### src/rtl/sensors_pkg.sv
// Shared types and defaults for the sensor acquisition front-end.
// Used by the scanner, the summer and the benches.
package sensors_pkg;

   typedef enum logic [1:0] {
      S_IDLE,
      S_REQ,
      S_GAP,
      S_DONE
   } scan_state_t;

   localparam int SENSOR_DW      = 8;
   localparam int NR_SENSORS_MAX = 5;
   localparam int TIMEOUT_DEF    = 15;

   localparam logic [SENSOR_DW-1:0] TEMP_MAX_DEF = 8'd125;

   function automatic int cnt_width(input int n);
      return (n > 1) ? $clog2(n) : 1;
   endfunction

endpackage

### src/rtl/sensor_timeout_cnt.sv
// Clearable up-counter; hit_o flags the last cycle a request may be held.
// Width is $clog2(TIMEOUT), never below one bit.
module sensor_timeout_cnt
   import sensors_pkg::*;
#(
   parameter int TIMEOUT = TIMEOUT_DEF
) (
   input  logic clk_i,
   input  logic rst_i,
   input  logic clr_i,
   input  logic inc_i,
   output logic hit_o
);

   localparam int CW = cnt_width(TIMEOUT);

   logic [CW-1:0] cnt_q;

   always_ff @(posedge clk_i) begin
      if (rst_i || clr_i) begin
         cnt_q <= '0;
      end else if (inc_i) begin
         cnt_q <= cnt_q + 1'b1;
      end
   end

   assign hit_o = (cnt_q == CW'(TIMEOUT - 1));

endmodule

### src/rtl/sensors_scanner.sv
// Sequential poller for up to five temperature sensors; frames publish atomically.
// Define SENSORS_RANGE_CHECK_EN to drop samples above TEMP_MAX as absent.
module sensors_scanner
   import sensors_pkg::*;
#(
   parameter int NR_SENSORS = NR_SENSORS_MAX,
   parameter int TIMEOUT    = TIMEOUT_DEF
`ifdef SENSORS_RANGE_CHECK_EN
   ,
   parameter logic [SENSOR_DW-1:0] TEMP_MAX = TEMP_MAX_DEF
`endif
) (
   input  logic                          clk_i,
   input  logic                          rst_i,
   input  logic                          start_i,
   output logic [2:0]                    sel_o,
   output logic                          req_o,
   input  logic                          ack_i,
   input  logic [SENSOR_DW-1:0]          data_i,
   output logic [SENSOR_DW*NR_SENSORS-1:0] sensors_data_o,
   output logic [NR_SENSORS-1:0]         sensors_en_o,
   output logic                          valid_o,
   output logic                          busy_o
);

   localparam int         DW   = SENSOR_DW * NR_SENSORS;
   localparam logic [2:0] LAST = 3'(NR_SENSORS - 1);

   scan_state_t state_q, state_d;

   logic [2:0]            sel_q, sel_d;
   logic [DW-1:0]         shd_q, shd_d;
   logic [DW-1:0]         out_q, out_d;
   logic [NR_SENSORS-1:0] she_q, she_d;
   logic [NR_SENSORS-1:0] oen_q, oen_d;

   logic cnt_clr;
   logic cnt_inc;
   logic cnt_hit;
   logic sample_ok;

`ifdef SENSORS_RANGE_CHECK_EN
   assign sample_ok = (data_i <= TEMP_MAX);
`else
   assign sample_ok = 1'b1;
`endif

   sensor_timeout_cnt #(
      .TIMEOUT (TIMEOUT)
   ) u_cnt (
      .clk_i (clk_i),
      .rst_i (rst_i),
      .clr_i (cnt_clr),
      .inc_i (cnt_inc),
      .hit_o (cnt_hit)
   );

   always_ff @(posedge clk_i) begin
      if (rst_i) begin
         state_q <= S_IDLE;
         sel_q   <= '0;
         shd_q   <= '0;
         she_q   <= '0;
         out_q   <= '0;
         oen_q   <= '0;
      end else begin
         state_q <= state_d;
         sel_q   <= sel_d;
         shd_q   <= shd_d;
         she_q   <= she_d;
         out_q   <= out_d;
         oen_q   <= oen_d;
      end
   end

   always_comb begin
      state_d = state_q;
      sel_d   = sel_q;
      shd_d   = shd_q;
      she_d   = she_q;
      out_d   = out_q;
      oen_d   = oen_q;
      cnt_clr = 1'b0;
      cnt_inc = 1'b0;
      req_o   = 1'b0;
      valid_o = 1'b0;
      unique case (state_q)
         S_IDLE: begin
            if (start_i) begin
               shd_d   = '0;
               she_d   = '0;
               sel_d   = '0;
               cnt_clr = 1'b1;
               state_d = S_REQ;
            end
         end
         S_REQ: begin
            req_o = 1'b1;
            // an ack in the timeout cycle still counts as an answer
            if (ack_i) begin
               if (sample_ok) begin
                  shd_d[int'(sel_q)*SENSOR_DW +: SENSOR_DW] = data_i;
                  she_d[sel_q] = 1'b1;
               end
               state_d = S_GAP;
            end else if (cnt_hit) begin
               state_d = S_GAP;
            end else begin
               cnt_inc = 1'b1;
            end
         end
         S_GAP: begin
            cnt_clr = 1'b1;
            if (sel_q == LAST) begin
               out_d   = shd_q;
               oen_d   = she_q;
               state_d = S_DONE;
            end else begin
               sel_d   = sel_q + 3'd1;
               state_d = S_REQ;
            end
         end
         S_DONE: begin
            valid_o = 1'b1;
            state_d = S_IDLE;
         end
         default: begin
            state_d = S_IDLE;
         end
      endcase
   end

   assign sel_o          = sel_q;
   assign busy_o         = (state_q != S_IDLE);
   assign sensors_data_o = out_q;
   assign sensors_en_o   = oen_q;

endmodule

### config.mk
export PLATFORM = sky130hd
export DESIGN_NAME = sensors_scanner
export DESIGN_NICKNAME = d
export VERILOG_FILES = /design/src/rtl/sensors_pkg.sv /design/src/rtl/sensor_timeout_cnt.sv /design/src/rtl/sensors_scanner.sv
export SDC_FILE = /design/constraint.sdc
export NUM_CORES = 1
export LEC_CHECK = 0
export CAP_MARGIN = 20
export CORE_MARGIN = 5
export CORE_UTILIZATION = 35
export CTS_BUF_LIST = sky130_fd_sc_hd__clkbuf_8
export DETAILED_ROUTE_END_ITERATION = 10
export GPL_ROUTABILITY_DRIVEN = 0
export HOLD_SLACK_MARGIN = 0.08
export SLEW_MARGIN = 5
export SYNTH_ARGS = -nofsm -noshare
export SYNTH_HDL_FRONTEND = slang
export SYNTH_HIERARCHICAL = 1
export SYNTH_SLANG_ARGS = --single-unit
### constraint.sdc
create_clock -name clk_i -period 7.1 [get_ports clk_i]
set_input_delay 1.42 -clock clk_i [delete_from_list [all_inputs] [get_ports clk_i]]
set_output_delay 1.42 -clock clk_i [all_outputs]
set_load 0.01 [all_outputs]
==> metrics.txt <==
# TYPE chip_impl_metric gauge
chip_impl_info{name="outcome",value="finished, final reports clean"} 1
chip_impl_metric{name="cts_made_buffers",unit=""} 9
chip_impl_metric{name="synth_cell_type_count",unit=""} 52
chip_impl_metric{name="finalWorstSetupSlack",unit="ns"} 3.46
chip_impl_info{name="combinational_family_with_the_most_area_after_synthesis",value="simple AND/OR/NAND/NOR gates"} 1
chip_impl_info{name="timing_worst_setup_path_type",value="register to primary output"} 1
chip_impl_metric{name="vdd_ir_drop_max",unit="mV"} 0.0957
chip_impl_metric{name="placementRows",unit=""} 39
chip_impl_metric{name="synth-seq-cells",unit=""} 99
chip_impl_metric{name="area.growth.synth_to_final",unit="%"} 21.8
chip_impl_metric{name="num_io_pins",unit=""} 63
chip_impl_metric{name="fmax",unit="GHz"} 0.275
chip_impl_metric{name="crit_required",unit="ns"} 5.68
chip_impl_metric{name="critPathArrivalTime",unit="ns"} 2.22
chip_impl_metric{name="crit_fanout",unit=""} 11
chip_impl_metric{name="hold_buffers",unit=""} 0
chip_impl_metric{name="floorplan.die.height",unit="µm"} 117
chip_impl_info{name="category_of_the_worst_setup_path_capture_point",value="primary output"} 1
chip_impl_metric{name="yosys_warnings",unit=""} 6
chip_impl_metric{name="maxSlewViolCount",unit=""} 0
chip_impl_metric{name="synth_fp_nets",unit=""} 476
chip_impl_metric{name="ant_nets",unit=""} 0
chip_impl_metric{name="grt_pass1_vias",unit=""} 3076
chip_impl_metric{name="nets_final",unit=""} 523
chip_impl_metric{name="ys_async_sr_fraction",unit="%"} 0
chip_impl_metric{name="drt-total-wl",unit="µm"} 9250
chip_impl_metric{name="worst_max_slew_margin_expressed_relative_to_the_limit",unit="%"} 43.6
chip_impl_metric{name="diodes",unit=""} 0
chip_impl_metric{name="n_fill_cell",unit=""} 1149
chip_impl_metric{name="post_synth_fa_ha_maj_area_fraction",unit="%"} 3.14
chip_impl_metric{name="mappedNetlistArea",unit="mm²"} 0.00398
chip_impl_metric{name="cts_repair_resize_count",unit=""} 0
chip_impl_metric{name="antenna_violations_before_repair",unit=""} 0
chip_impl_metric{name="die_w",unit="µm"} 117
chip_impl_metric{name="yosys.area_share.simple",unit="%"} 22.7
chip_impl_metric{name="post_synth_inst_count",unit=""} 454
chip_impl_metric{name="setup_viol",unit=""} 0
chip_impl_metric{name="clock_sinks",unit=""} 99
chip_impl_metric{name="avgRoutedWirePerCell",unit="µm"} 14.3
chip_impl_metric{name="synth-edff-count",unit=""} 0
chip_impl_metric{name="floorplan.initialDensity",unit="%"} 35.3
chip_impl_metric{name="final-hold-violation-count",unit=""} 0
chip_impl_metric{name="place_hpwl",unit="µm"} 6470
chip_impl_metric{name="max_cap_viol_count",unit=""} 0
chip_impl_info{name="grt_setup_unrepaired",value="no"} 1
chip_impl_metric{name="setup-tns-final",unit="ns"} 0
chip_impl_metric{name="vias_per_cell",unit=""} 5.02
chip_impl_metric{name="layout-drive-gt1-share",unit="%"} 7.11
chip_impl_metric{name="tightestPinTransition",unit="ns"} 0.847
chip_impl_metric{name="grt-ovfl-total",unit=""} 0
chip_impl_info{name="synth-main-ff-cell",value="sky130_fd_sc_hd__dfxtp_1"} 1
chip_impl_metric{name="ctsLongestPathBuffers",unit=""} 2
chip_impl_metric{name="fin_area",unit="mm²"} 0.00485
chip_impl_metric{name="final.period_utilization",unit="%"} 51.2
chip_impl_metric{name="grt_pass1_wl",unit="µm"} 15300
chip_impl_metric{name="worstSkewPairLatency",unit="ns"} 0.37
chip_impl_metric{name="power.leakage",unit="nW"} 1.61
chip_impl_metric{name="cts_post_setup_buffers_inserted",unit=""} 0
chip_impl_metric{name="detail_route.drc_violations",unit=""} 0
chip_impl_metric{name="pwr_density_cell",unit="mW/mm²"} 203
chip_impl_metric{name="synth_compound_gate_area_share",unit="%"} 16.5
chip_impl_info{name="critPathLaunchType",value="register"} 1
chip_impl_info{name="mostFrequentLayoutCells",value="109 x sky130_fd_sc_hd__nand2_1, 99 x sky130_fd_sc_hd__dfxtp_1, 67 x sky130_fd_sc_hd__a21oi_1"} 1
chip_impl_metric{name="clock_skew",unit="ns"} 0.0102
chip_impl_metric{name="dr.first_iter.drc_count",unit=""} 187
chip_impl_metric{name="place.port_buffers",unit=""} 62
chip_impl_metric{name="htree_num_levels",unit=""} 3
chip_impl_metric{name="via_count",unit=""} 3256
chip_impl_metric{name="post_synth_mux_area_share",unit="%"} 3.14
chip_impl_metric{name="clock_pin_slew_reported_for_the_worst_setup_and_hold_paths_after_clock_tree_synthesis",unit="ns"} 0.09
chip_impl_metric{name="floorplan.core_area",unit="mm²"} 0.0113
chip_impl_info{name="most_common_cell_after_layout_fill_and_taps_aside",value="sky130_fd_sc_hd__nand2_1"} 1
chip_impl_metric{name="detailed_place.area",unit="mm²"} 0.00465
chip_impl_info{name="timing.hold.worst.class",value="register to register"} 1
chip_impl_metric{name="post_synth_xor_area_fraction",unit="%"} 0.440
chip_impl_metric{name="syn-mean-instance-area",unit="µm²"} 8.77
chip_impl_metric{name="die_area",unit="mm²"} 0.0136
chip_impl_metric{name="synth.yosys.seq_area_share",unit="%"} 49.8
chip_impl_metric{name="grt_start_max_net_pins",unit=""} 82
chip_impl_metric{name="finalCriticalPeriod",unit="ns"} 3.64
chip_impl_metric{name="drt_first_pass_iters",unit=""} 4
chip_impl_metric{name="post-place-ws",unit="ns"} 3.82
chip_impl_metric{name="grt_usage",unit="%"} 14.2
chip_impl_info{name="clock_tree.root_cell",value="sky130_fd_sc_hd__clkbuf_8"} 1
chip_impl_info{name="tritoncts_clock_tree",value="built"} 1
-- cell type report --
cell class / instances / area (µm²) / area share [%]
Sequential cell: 99 / 1980 / 40.9
Multi-Input combinational cell: 319 / 1830 / 37.8
Timing Repair Buffer: 64 / 631 / 13.0
Tap cell: 143 / 179 / 3.69
Clock buffer: 11 / 151 / 3.12
Clock inverter: 5 / 45.0 / 0.929
Inverter: 8 / 30.0 / 0.619
-- state kept, by name, indices dropped and copies added (netlist names) --
name            flops
sel_o               3
sensors_data_o     40
sensors_en_o        5
shd_q              40
she_q               5
state_q             2
u_cnt/cnt_q         4
-- stage by stage --
stage	util, %	hold slack [ns]	std cells	power [mW]
floorplan	-	0.431	454	0.624
global placement	41.3	0.447	633	0.642
detailed placement	41.3	0.446	633	0.643
CTS	43.0	0.460	649	0.995
global route	43.0	0.472	649	1.02
finish	43.0	0.456	649	0.984
-- critical path, cell delays in order (launching register included) --
cell	delay [ns]
sky130_fd_sc_hd__dfxtp_1	0.70
sky130_fd_sc_hd__nand2b_1	0.34
sky130_fd_sc_hd__inv_1	0.23
sky130_fd_sc_hd__clkdlybuf4s50_1	0.57
-- cells by family after synthesis --
| logic type | Yosys count |
|---|---|
| simple gates | 193 |
| buf+inv | 36 |
| flops | 99 |
| xor+xnor | 2 |
| mux | 11 |
| compound gates | 103 |
| fa+ha+maj | 10 |
-- report_power, final --
group | switching (mW) | internal, mW | total [mW]
sequential | 0.00541 | 0.558 | 0.563
clock | 0.203 | 0.152 | 0.354
combinational | 0.0413 | 0.0254 | 0.0667
total | 0.249 | 0.735 | 0.984
-- final timing paths --
kind | endpoint | slack [ns] | from | cells after the start
max | req_o | 3.46 | state_q[0] | 3
min | sensors_data_o[1] | 0.46 | sensors_data_o[1] | 2
max reg2reg | shd_q[19] | 4.24 | sel_o[0] | 7
min reg2reg | sensors_data_o[1] | 0.46 | sensors_data_o[1] | 2
-- synthesized netlist by cell type, types with 3 or more instances --
cell	number	share of area, %
sky130_fd_sc_hd__inv_1	7	0.66
sky130_fd_sc_hd__ha_1	10	3.1
sky130_fd_sc_hd__nor2_1	13	1.2
sky130_fd_sc_hd__mux2i_1	8	2.0
sky130_fd_sc_hd__and4_1	3	0.66
sky130_fd_sc_hd__clkbuf_1	14	1.3
sky130_fd_sc_hd__o21ai_0	5	0.63
sky130_fd_sc_hd__buf_1	3	0.28
sky130_fd_sc_hd__buf_6	3	0.85
sky130_fd_sc_hd__nor3_1	4	0.50
sky130_fd_sc_hd__dfxtp_1	99	50
sky130_fd_sc_hd__nand3_1	22	2.8
sky130_fd_sc_hd__nand2_1	109	10
sky130_fd_sc_hd__a22o_1	11	2.4
sky130_fd_sc_hd__nand2b_1	24	3.8
sky130_fd_sc_hd__buf_2	7	0.88
sky130_fd_sc_hd__a21oi_1	67	8.4
-- layer usage --
metal  share of wire (%)  track usage [%]
met4                 1.4             3.98
met5                   0                0
met2                  45             22.2
met1                  48             19.5
met3                 5.4             3.89
Note: power is estimated with default switching activity, not from simulation.
